--- config.mk ---
export PLATFORM = sky130hd
export DESIGN_NAME = wb_lcd_reader
export DESIGN_NICKNAME = d
export VERILOG_FILES = /design/src/rtl/wb_lcd_reader.sv
export SDC_FILE = /design/constraint.sdc
export NUM_CORES = 1
export LEC_CHECK = 0
export BUFFER_PORTS_ARGS = -buffer_cell sky130_fd_sc_hd__buf_2
export CORE_MARGIN = 4
export CORE_UTILIZATION = 39
export DETAILED_ROUTE_END_ITERATION = 10
export PLACE_DENSITY = 0.74
export SLEW_MARGIN = 5
export SYNTH_ARGS = -nofsm -noshare
export SYNTH_HDL_FRONTEND = slang
export SYNTH_SLANG_ARGS = --single-unit
--- constraint.sdc ---
create_clock -name clk -period 2.5 [get_ports clk]
set_clock_uncertainty 0.1 [all_clocks]
set_input_delay 0.5 -clock clk [delete_from_list [all_inputs] [get_ports clk]]
set_output_delay 0.5 -clock clk [all_outputs]
set_load 0.03 [all_outputs]
--- src/rtl/wb_lcd_reader.sv ---
// Wishbone slave that runs HD44780-style LCD read cycles (RW=1) and returns
// the busy-flag/address-counter or display RAM byte; optional busy-flag polling.
module wb_lcd_reader #(
    parameter int unsigned T_AS  = 3,
    parameter int unsigned T_EH  = 23,
    parameter int unsigned T_AH  = 2,
    parameter int unsigned T_CYC = 50,
    parameter int unsigned CW    = 8
) (
    input  logic        clk,
    input  logic        reset,
    input  logic        wb_stb_i,
    input  logic        wb_cyc_i,
    output logic        wb_ack_o,
    input  logic        wb_we_i,
    input  logic [31:0] wb_adr_i,
    input  logic [3:0]  wb_sel_i,
    input  logic [31:0] wb_dat_i,
    output logic [31:0] wb_dat_o,
    input  logic [7:0]  lcd_data_i,
    output logic        lcd_rs,
    output logic        lcd_rw,
    output logic        lcd_e,
    output logic        lcd_bus_req
);

    localparam logic [2:0] S_IDLE    = 3'd0;
    localparam logic [2:0] S_SETUP   = 3'd1;
    localparam logic [2:0] S_EHIGH   = 3'd2;
    localparam logic [2:0] S_HOLD    = 3'd3;
    localparam logic [2:0] S_RECOVER = 3'd4;

    // Counter reload values; RECOVER covers what is left of the E rise-to-rise period.
    localparam logic [CW-1:0] AS_LD = CW'(T_AS - 1);
    localparam logic [CW-1:0] EH_LD = CW'(T_EH - 1);
    localparam logic [CW-1:0] AH_LD = CW'(T_AH - 1);
    localparam logic [CW-1:0] RC_LD = CW'(T_CYC - T_EH - T_AH - 1);

    logic [2:0]    state_q, state_d;
    logic [CW-1:0] cnt_q, cnt_d;
    logic          rs_q, rs_d;
    logic          poll_q, poll_d;
    logic [7:0]    data_q, data_d;
    logic          done_q, done_d;
    logic          err_q, err_d;
    logic          ack_q, ack_d;
    logic [31:0]   dat_o_q, dat_o_d;
    logic          lcd_rs_q, lcd_rs_d;
    logic          lcd_rw_q, lcd_rw_d;
    logic          lcd_e_q, lcd_e_d;
    logic          bus_req_q, bus_req_d;

    logic wb_req_c;
    logic ctrl_wr_c;
    logic busy_c;
    logic unused_c;

    assign wb_req_c  = wb_stb_i & wb_cyc_i & ~ack_q;
    assign ctrl_wr_c = wb_req_c & wb_we_i & (wb_adr_i[3:2] == 2'd0);
    assign busy_c    = (state_q != S_IDLE);
    assign unused_c  = ^{wb_sel_i, wb_adr_i[31:4], wb_adr_i[1:0], wb_dat_i[31:4]};

    // Next-state logic: LCD read sequencer, register file and Wishbone response.
    always_comb begin
        state_d  = state_q;
        cnt_d    = (cnt_q == '0) ? '0 : cnt_q - CW'(1);
        rs_d     = rs_q;
        poll_d   = poll_q;
        data_d   = data_q;
        done_d   = done_q;
        err_d    = err_q;
        ack_d    = 1'b0;
        dat_o_d  = dat_o_q;

        case (state_q)
            S_IDLE: begin
                if (ctrl_wr_c && wb_dat_i[0]) begin
                    rs_d    = wb_dat_i[1];
                    poll_d  = wb_dat_i[2];
                    done_d  = 1'b0;
                    cnt_d   = AS_LD;
                    state_d = S_SETUP;
                end
            end
            S_SETUP: begin
                if (cnt_q == '0) begin
                    cnt_d   = EH_LD;
                    state_d = S_EHIGH;
                end
            end
            S_EHIGH: begin
                if (cnt_q == '0) begin
                    data_d  = lcd_data_i;
                    cnt_d   = AH_LD;
                    state_d = S_HOLD;
                end
            end
            S_HOLD: begin
                if (cnt_q == '0) begin
                    cnt_d   = RC_LD;
                    state_d = S_RECOVER;
                end
            end
            S_RECOVER: begin
                if (cnt_q == '0) begin
                    if (poll_q && !rs_q && data_q[7]) begin
                        cnt_d   = EH_LD;
                        state_d = S_EHIGH;
                    end else begin
                        done_d  = 1'b1;
                        state_d = S_IDLE;
                    end
                end
            end
            default: state_d = S_IDLE;
        endcase

        if (wb_req_c) begin
            ack_d = 1'b1;
            case (wb_adr_i[3:2])
                2'd0:    dat_o_d = {29'b0, poll_q, rs_q, 1'b0};
                2'd1:    dat_o_d = {29'b0, err_q, done_q, busy_c};
                2'd2:    dat_o_d = {24'b0, data_q};
                default: dat_o_d = 32'b0;
            endcase
        end

        // A START refused because a read is in flight beats a simultaneous clear.
        if (ctrl_wr_c) begin
            if (wb_dat_i[3]) begin
                err_d = 1'b0;
            end
            if (wb_dat_i[0] && busy_c) begin
                err_d = 1'b1;
            end
        end

        bus_req_d = (state_d != S_IDLE);
        lcd_rw_d  = bus_req_d;
        lcd_rs_d  = bus_req_d & rs_d;
        lcd_e_d   = (state_d == S_EHIGH);
    end

    // State and output registers.
    always_ff @(posedge clk or negedge reset) begin
        if (!reset) begin
            state_q   <= S_IDLE;
            cnt_q     <= '0;
            rs_q      <= 1'b0;
            poll_q    <= 1'b0;
            data_q    <= 8'h00;
            done_q    <= 1'b0;
            err_q     <= 1'b0;
            ack_q     <= 1'b0;
            dat_o_q   <= 32'b0;
            lcd_rs_q  <= 1'b0;
            lcd_rw_q  <= 1'b0;
            lcd_e_q   <= 1'b0;
            bus_req_q <= 1'b0;
        end else begin
            state_q   <= state_d;
            cnt_q     <= cnt_d;
            rs_q      <= rs_d;
            poll_q    <= poll_d;
            data_q    <= data_d;
            done_q    <= done_d;
            err_q     <= err_d;
            ack_q     <= ack_d;
            dat_o_q   <= dat_o_d;
            lcd_rs_q  <= lcd_rs_d;
            lcd_rw_q  <= lcd_rw_d;
            lcd_e_q   <= lcd_e_d;
            bus_req_q <= bus_req_d;
        end
    end

    assign wb_ack_o    = wb_stb_i & wb_cyc_i & ack_q;
    assign wb_dat_o    = dat_o_q;
    assign lcd_rs      = lcd_rs_q;
    assign lcd_rw      = lcd_rw_q;
    assign lcd_e       = lcd_e_q;
    assign lcd_bus_req = bus_req_q;

endmodule

==> results.md, run 1 <==
- First-pass GRT wire length: 6320 µm
- DP Area: 2040 µm²
- Worst Setup SP: cnt_q[0]
- Crit Path Max Fanout: 9
- CP arrival: 2.19 ns
- Post-CTS Setup Inserts: 0
- R2R depth: 6
- Max_slew headroom: 49.7%
- Final instance area: 2150 µm²
- Power Dens Cells: 581 nW/µm²
- Die height: 78.3 µm
- Die Wd: 78.3 µm
- Clk sinks: 35
- H-tree lvl count: 2
- TritonCTS Buffers: 5
- Unrepaired setup endpoints after global routing: no
- Vias per cell: 4.73
- Most used DFF post-synth: dfrtp_1
- WL per Instance: 12.8 µm
- Status: complete, no violations
- Initial Util: 40.6%
- Area Growth Syn to Fin: 11.3%
- Io pins: 118
- I/O Buffers: 31
- DP Wirelength: 2800 µm
- Post-synth EDFFs: 0
- TritonCTS clock tree: done
- Worst-case clock buffer depth: 2
- Clock Latency Late Sink: 0.29 ns
- Static leakage: 1.02 nW
- Total core area: 4750 µm²
- Yosys top cell area share: 45.4%
- Critical path's largest stage delay: 0.45 ns
- Largest area contributor in the netlist: dfrtp_1
- Critical Path RT: 2.57 ns
- First-pass DRT Iterations: 4
- Synth top area cells: dfrtp_1, buf_4, mux2_4
- FMAX: 473 MHz
- Nets: 303
- Synth Warn #: 0
- CP Capture Type: register
- Worst slew pin tran: 0.755 ns
- Overflow after GRT: 0
- Crit-path slowest cell: or3b_4
- ANT nets after route: 0
- Vias: 1362
- Post-synth cell types: 43
- Slew Limit Fails: 0
- WL final: 3690 µm
- Final count of negative-setup-slack endpoints: 0
- Filler cells: 461
- Share of cells above drive strength 1: 25.3%
- Iteration-0 DRC Markers: 126
- RR Startpoint: cnt_q[0]
- Final min period: 2.11 ns
- Synth Cell Area: 1930 µm²
- Total GRT Usage: 13.1%
- CP Cell Sequence: inv_1, ha_1, or3b_4, nor2_8, nand3_4, mux2_4
- Synthesized flop and latch total: 35
- Number of max-cap violations: 0
- Register area share after synthesis: 45.4%
- Hold_buf cts: 0
- Clock transition at path regs: 0.07 ns
- DRC: 0
- CP Launch Type: register
- Fraction of registers with async set/reset: 100%
- Core Rows: 25
- Worst min path class: primary input to asynchronous set/reset pin
- VDD IR max: 231 µV
- Via count of the first global-routing pass: 1323
- Most common cell in the synthesized netlist: dfrtp_1
- Die area: 6130 µm²
- Kind of critical path: register to register
- Final period utilization: 84.5%
- Largest net degree at the start of global routing: 36
- Syn Area/Cell: 10.2 µm²
- Final hold vios: 0
- Antenna Cells: 0
- Cells after Synth: 189
- CTS Root Cell: clkbuf_8
- Final TNS setup: 0 ns
- Initial antenna violation count: 0
- RePlAce Congestion: 0.824
- Top cells by count, synth: dfrtp_1, buf_4, nand2_1, o21ai_0, nor2_1
- CTS resizes: 0
## registers in the layout, indices dropped and copies added, names as in the netlist
signal and flops:
data_q 8, wb_dat_o 8, err_q 1, lcd_rs 1
ack_q 1, cnt_q 8, lcd_e 1, poll_q 1
state_q 3, lcd_bus_req 1, done_q 1, rs_q 1
## layer usage
metal  up-vias  GRT usage, %  share of wire [%]
met5         -             0                  0
met4         0          6.82                2.4
met3         9          2.52                6.9
met2        50          20.2                 46
met1       628          17.3                 44
li1        675             -                  -
## worst max-delay path: cells and delay by family (launching register included)
family / cells / cell delay, ns
adder cells (fa/ha/maj): 1 / 0.20
buffers and inverters: 1 / 0.08
flip-flops: 1 / 0.39
multiplexers: 1 / 0.36
AND/OR/NAND/NOR: 3 / 0.86
## cell families after synthesis
group	synth area share [%]
AO/OA/AOI/OAI	10.3
XOR/XNOR	1.36
adder cells (fa/ha/maj)	0.649
buffers and inverters	12.7
flip-flops	45.4
multiplexers	9.99
other	0.194
AND/OR/NAND/NOR	19.5
## placed cells by master (no fill, tap or decap), drive strengths merged, types with 2 or more instances in the layout
cell     n
a21oi    6
and3     2
buf     34
clkbuf   6
conb    24
dfrtp   35
inv      3
mux2    10
mux2i    5
nand2   21
nand3    6
nand3b   2
nand4    2
nor2    11
nor2b    7
nor3     4
nor3b    2
nor4     3
o211ai   3
o21ai   15
or4      3
xnor2    2
## area by class of cell
class	instances	area (µm²)	share of cell area [%]
Sequential cell	35	876	40.8
Tap cell	67	83.8	3.91
Clock inverter	1	30.0	1.40
Multi-Input combinational cell	142	895	41.7
Inverter	3	11.3	0.525
Timing Repair Buffer	34	178	8.28
Clock buffer	6	72.6	3.38
## through the flow
step	util (%)	setup WS [ns]	total power, mW	std cells	hold slack (ns)
after global placement	43.0	0.419	0.774	281	0.361
after global routing	45.1	0.264	1.30	288	0.245
final	45.1	0.388	1.25	288	0.179
after CTS	45.1	0.384	1.26	288	0.203
after floorplan	-	0.589	0.754	212	0.104
after detailed placement	43.0	0.374	0.778	281	0.371
## path summary, 6_finish.rpt
check                           slack (ns)          end
worst max-delay path                  0.39    data_q[5]
worst min-delay path                  0.18  wb_dat_o[6]
worst max register to register        0.39    data_q[5]
worst min register to register        0.38  wb_dat_o[2]
max in group asynchronous             1.64     cnt_q[1]
min in group clk                      0.34    data_q[2]
## where the power goes
group	internal [mW]	total [mW]	switching (mW)
logic	0.0419	0.161	0.119
registers	0.591	0.606	0.0146
clock network	0.292	0.480	0.189
No activity file was read; power rests on OpenSTA's default activity.
==> inputs of run 2 (changes only) <==
--- a/config.mk
+++ b/config.mk
@@ -5,11 +5,12 @@
 export SDC_FILE = /design/constraint.sdc
 export NUM_CORES = 1
 export LEC_CHECK = 0
+export ABC_AREA = 1
 export BUFFER_PORTS_ARGS = -buffer_cell sky130_fd_sc_hd__buf_2
 export CORE_MARGIN = 4
 export CORE_UTILIZATION = 39
 export DETAILED_ROUTE_END_ITERATION = 10
-export PLACE_DENSITY = 0.74
+export PLACE_DENSITY = 0.73
 export SLEW_MARGIN = 5
 export SYNTH_ARGS = -nofsm -noshare
 export SYNTH_HDL_FRONTEND = slang
==> constraint.sdc (replaced) <==
create_clock -name clk -period 2.1 [get_ports clk]
set_clock_uncertainty 0.1 [all_clocks]
set_input_delay 0.42 -clock clk [delete_from_list [all_inputs] [get_ports clk]]
set_output_delay 0.42 -clock clk [all_outputs]
set_load 0.03 [all_outputs]
==> results.md, run 2 <==
- CP Cell Sequence: inv_1, ha_1, nand2_2, nor2_8, nand2_4, nand2_2, nor2_2, nand2_4, nor2_4, nor2_2
- Hold_buf cts: 0
- Final setup margin: 0.277 ns
- Final hold vios: 0
- WL per Instance: 11.9 µm
- Share of cells above drive strength 1: 30.6%
- Yosys top cell area share: 43.8%
- Worst slew pin tran: 0.769 ns
- Final count of negative-setup-slack endpoints: 0
- CTS Root Cell: clkbuf_8
- Core Rows: 25
- Post-synth EDFFs: 0
- Overall power: 2.61 mW
- Initial Util: 41.2%
- Synth Cell Area: 2000 µm²
- DP Area: 2140 µm²
- Critical Path RT: 2.17 ns
- TritonCTS Buffers: 5
- CP Launch Type: register
- Unrepaired setup endpoints after global routing: no
- FMAX: 549 MHz
- Total GRT Usage: 13.5%
- Post-CTS Setup Inserts: 0
- Most used DFF post-synth: dfrtp_1
- Post-Place Cells: 318
- CP arrival: 1.90 ns
- Worst-case clock buffer depth: 2
- I/O Buffers: 31
- Die height: 79.6 µm
- Critical path's largest stage delay: 0.36 ns
- H-tree lvl count: 2
- Top cells by count, synth: nand2_1, dfrtp_1, buf_4
- Commonest non-fill, non-tap cell in the layout: nand2_1
- Static leakage: 1.17 nW
- Slew Limit Fails: 0
- Final core occ: 45.9%
- Overflow after GRT: 0
- Most frequent cells in the layout: nand2_1, dfrtp_1, buf_2
- ANT nets after route: 0
- Via count of the first global-routing pass: 1398
- Highest metal used: met4
- VDD IR max: 380 µV
- Area Growth Syn to Fin: 11.4%
- Crit-path slowest cell: dfrtp_1
- Vias per cell: 4.41
- Fin cells: 325
- Post-synth cell types: 33
- M1 wire length: 1730 µm
- First-pass GRT wire length: 6620 µm
- Final period utilization: 86.8%
- TritonCTS clock tree: done
- Dpl ws: 0.306 ns
- Syn Area/Cell: 9.00 µm²
- Kind of critical path: register to register
- Cells after Synth: 222
- Final min period: 1.82 ns
- Clock Latency Late Sink: 0.29 ns
- Clk sinks: 35
- WL final: 3880 µm
- Crit Path Max Fanout: 9
- Io pins: 118
- Synth top area cells: dfrtp_1, buf_4, nand2_1
- DRC: 0
- Final instance area: 2230 µm²
- Synthesized flop and latch total: 35
- Iteration-0 DRC Markers: 90
- Largest net degree at the start of global routing: 36
- R2R depth: 10
- Die area: 6330 µm²
- Largest area contributor in the netlist: dfrtp_1
- Fraction of registers with async set/reset: 100%
- WHS: 0.103 ns
- Status: complete, no violations
- Die Wd: 79.6 µm
- Final TNS setup: 0 ns
- CP Capture Type: register
- Total core area: 4850 µm²
- Most common cell in the synthesized netlist: nand2_1
- Antenna Cells: 0
- Initial antenna violation count: 0
- Worst min path class: primary input to asynchronous set/reset pin
- Power Dens Cells: 1170 nW/µm²
- CTS resizes: 0
- RePlAce Congestion: 0.873
- Met2 wire len: 1820 µm
- First-pass DRT Iterations: 4
- Vias: 1433
- DR WL met3: 271 µm
- Number of max-cap violations: 0
- Nets: 340
- Clock transition at path regs: 0.07 ns
- Max_slew headroom: 48.8%
- DP Wirelength: 2970 µm
- Synth Warn #: 0
- Register area share after synthesis: 43.8%
## run 2: cell families after synthesis
kind of cell | after synthesis | share of synthesized area, %
other cells | 1 | 0.188
xor+xnor | 5 | 2.19
buf+inv | 48 | 13.8
fa+ha+maj | 1 | 0.626
simple gates | 96 | 24.4
flops | 35 | 43.8
compound gates | 26 | 7.83
mux | 10 | 7.14
## run 2: per-layer routing
| metal | track usage, % | up-vias |
|---|---|---|
| met1 | 16.8 | 643 |
| li1 | - | 739 |
| met4 | 4.12 | 0 |
| met2 | 22.0 | 46 |
| met5 | 0 | - |
| met3 | 4.51 | 5 |
## run 2: area by class of cell
type                    instances  area, µm²
clock buffers                   6       82.6
flip-flops and latches         35        876
inverters                      22       82.6
clock inverters                 1       5.00
multi-input cells             162        933
repair buffers                 32        163
fillers                       459       2620
well taps                      67       83.8
## run 2: critical path: cells and delay by family, from the launching register on
| family | cells | cell delay [ns] |
|---|---|---|
| AND/OR/NAND/NOR | 8 | 0.92 |
| flip-flops | 1 | 0.36 |
| adder cells (fa/ha/maj) | 1 | 0.26 |
| buffers and inverters | 1 | 0.07 |
## run 2: worst paths after layout
kind | startpoint | endpoint | slack, ns
max reg2reg | cnt_q[0] | lcd_rs | 0.28
min in group clk | wb_dat_i[2] | poll_q | 0.24
min | reset | cnt_q[7] | 0.10
min reg2reg | done_q | done_q | 0.40
max in group asynchronous | reset | rs_q | 1.31
max | cnt_q[0] | lcd_rs | 0.28
## run 2: power breakdown
part	switching, mW	internal [mW]	leakage [nW]
registers	0.159	0.903	0.416
clock network	0.235	0.257	0.0470
logic	0.642	0.418	0.712
total	1.04	1.58	1.17
==> inputs of run 3 (changes only) <==
--- a/config.mk
+++ b/config.mk
@@ -7,7 +7,7 @@
 export LEC_CHECK = 0
 export ABC_AREA = 1
 export BUFFER_PORTS_ARGS = -buffer_cell sky130_fd_sc_hd__buf_2
-export CORE_MARGIN = 4
+export CORE_MARGIN = 8
 export CORE_UTILIZATION = 39
 export DETAILED_ROUTE_END_ITERATION = 10
 export PLACE_DENSITY = 0.73
==> results.md, run 3 (synthesis gave the netlist of run 2 again) <==
- Status: complete, no violations
- Final hold vios: 0
- Crit path max-delay family: simple AND/OR/NAND/NOR gates
- Kind of critical path: register to register
- Worst Setup SP: cnt_q[0]
- Critical path's largest stage delay: 0.34 ns
- CP Capture Type: register
- WHS: 0.232 ns
- Overflow after GRT: 0
- Iteration-0 DRC Markers: 50
- WL per Instance: 12.1 µm
- FMAX: 551 MHz
- Hold path start: wb_dat_i[2]
- I/O Buffers: 31
- Hold_buf cts: 1
- Commonest non-fill, non-tap cell in the layout: nand2_1
- Met2 wire len: 1770 µm
- WL final: 3990 µm
- TritonCTS Buffers: 5
- Total core area: 5040 µm²
- Post-Place Cells: 322
- DR WL met3: 308 µm
- Nets: 342
- VDD IR max: 343 µV
- Via count of the first global-routing pass: 1519
- Max_slew headroom: 66.0%
- Slew Limit Fails: 0
- Antenna Cells: 0
- Clock transition at path regs: 0.07 ns
- Largest net degree at the start of global routing: 36
- Area Growth Syn to Fin: 13.1%
- Core Rows: 26
- DP Wirelength: 3080 µm
- Fin cells: 330
- RePlAce Congestion: 0.901
- CTS Root Cell: clkbuf_8
- Io pins: 118
- Final core occ: 44.8%
- Initial Util: 39.6%
- Die Wd: 87.6 µm
- Total GRT Usage: 11.3%
- Clock Latency Late Sink: 0.29 ns
- Worst-case clock buffer depth: 2
- Static leakage: 1.19 nW
- CP Cell Sequence: inv_1, ha_1, nand2_2, nor2_8, nand2_4, nand2_2, nor2_2, nand2_4, nor2_4, nor2_2
- Share of cells above drive strength 1: 30.8%
- Final count of negative-setup-slack endpoints: 0
- Power Dens Cells: 1160 nW/µm²
- Initial antenna violation count: 0
- Unrepaired setup endpoints after global routing: no
- CP arrival: 1.89 ns
- CTS resizes: 0
- Final TNS setup: 0 ns
- Vias: 1495
- Post-CTS Setup Inserts: 0
- Crit-path slowest cell: dfrtp_1
- M1 wire length: 1830 µm
- First-pass DRT Iterations: 4
- First-pass GRT wire length: 6840 µm
- Vias per cell: 4.53
- Final period utilization: 86.5%
- Highest metal used: met4
- ANT nets after route: 0
- Clk sinks: 35
- Most frequent cells in the layout: nand2_1, dfrtp_1, buf_2
- Crit Path Max Fanout: 9
- DRC: 0
- Critical Path RT: 2.17 ns
- H-tree lvl count: 2
- Number of max-cap violations: 0
- Final min period: 1.82 ns
- CP Buf/Inv Count: 1
- CP Launch Type: register
- RR Startpoint: cnt_q[0]
- TritonCTS clock tree: done
- Die area: 7670 µm²
- Die height: 87.6 µm
- Worst slew pin tran: 0.509 ns
- Worst min path class: primary input to register
==> run 3: cell types whose count changed in the layout (fill, tap and decap cells not counted) <==
cell / previous run / this run
buf_12: 0 / 1
dlygate4sd3_1: 0 / 1
==> run 3: worst paths after layout <==
path	to	slack, ns	cells after the start
max	lcd_rs	0.28	10
min	poll_q	0.23	3
max reg2reg	lcd_rs	0.28	10
min reg2reg	done_q	0.40	2
max in group asynchronous	cnt_q[5]	1.20	3
min in group asynchronous	data_q[6]	0.52	3
==> run 3: cell type report <==
| cell class | instances | area (µm²) |
|---|---|---|
| Timing Repair Buffer | 34 | 193 |
| Fill cell | 493 | 2780 |
| Tap cell | 70 | 87.6 |
| Sequential cell | 35 | 876 |
| Inverter | 22 | 82.6 |
| Clock buffer | 6 | 82.6 |
| Multi-Input combinational cell | 162 | 933 |
| Clock inverter | 1 | 5.00 |
==> run 3: report_power, final <==
group          internal, mW  switching (mW)  leakage, nW  total [mW]
clock                 0.257           0.229       0.0470       0.486
sequential            0.903           0.154        0.416        1.06
combinational         0.423           0.646        0.725        1.07
total                  1.58            1.03         1.19        2.61
==> run 3: metal layers <==
layer  track usage, %  vias to the layer above
met3             4.32                        8
li1                 -                      753
met2             17.8                       52
met1             13.6                      682
met5                0                        -
met4             4.38                        0
==> run 3: through the flow <==
stage          power, mW  setup WS (ns)  instance area [µm²]
2_1_floorplan       1.94          0.476                 2080
3_3_place_gp        2.12          0.324                 2160
3_5_place_dp        2.14          0.283                 2160
4_1_cts             2.64          0.264                 2260
5_1_grt             2.83          0.131                 2260
6_report            2.61          0.284                 2260
==> run 3: worst register-to-register path, stage by stage, from the launching register on <==
cell     delay, ns
dfrtp_1       0.34
inv_1         0.07
ha_1          0.26
nand2_2       0.17
nor2_8        0.08
nand2_4       0.18
nand2_2       0.08
nor2_2        0.18
nand2_4       0.07
nor2_4        0.13
nor2_2        0.04
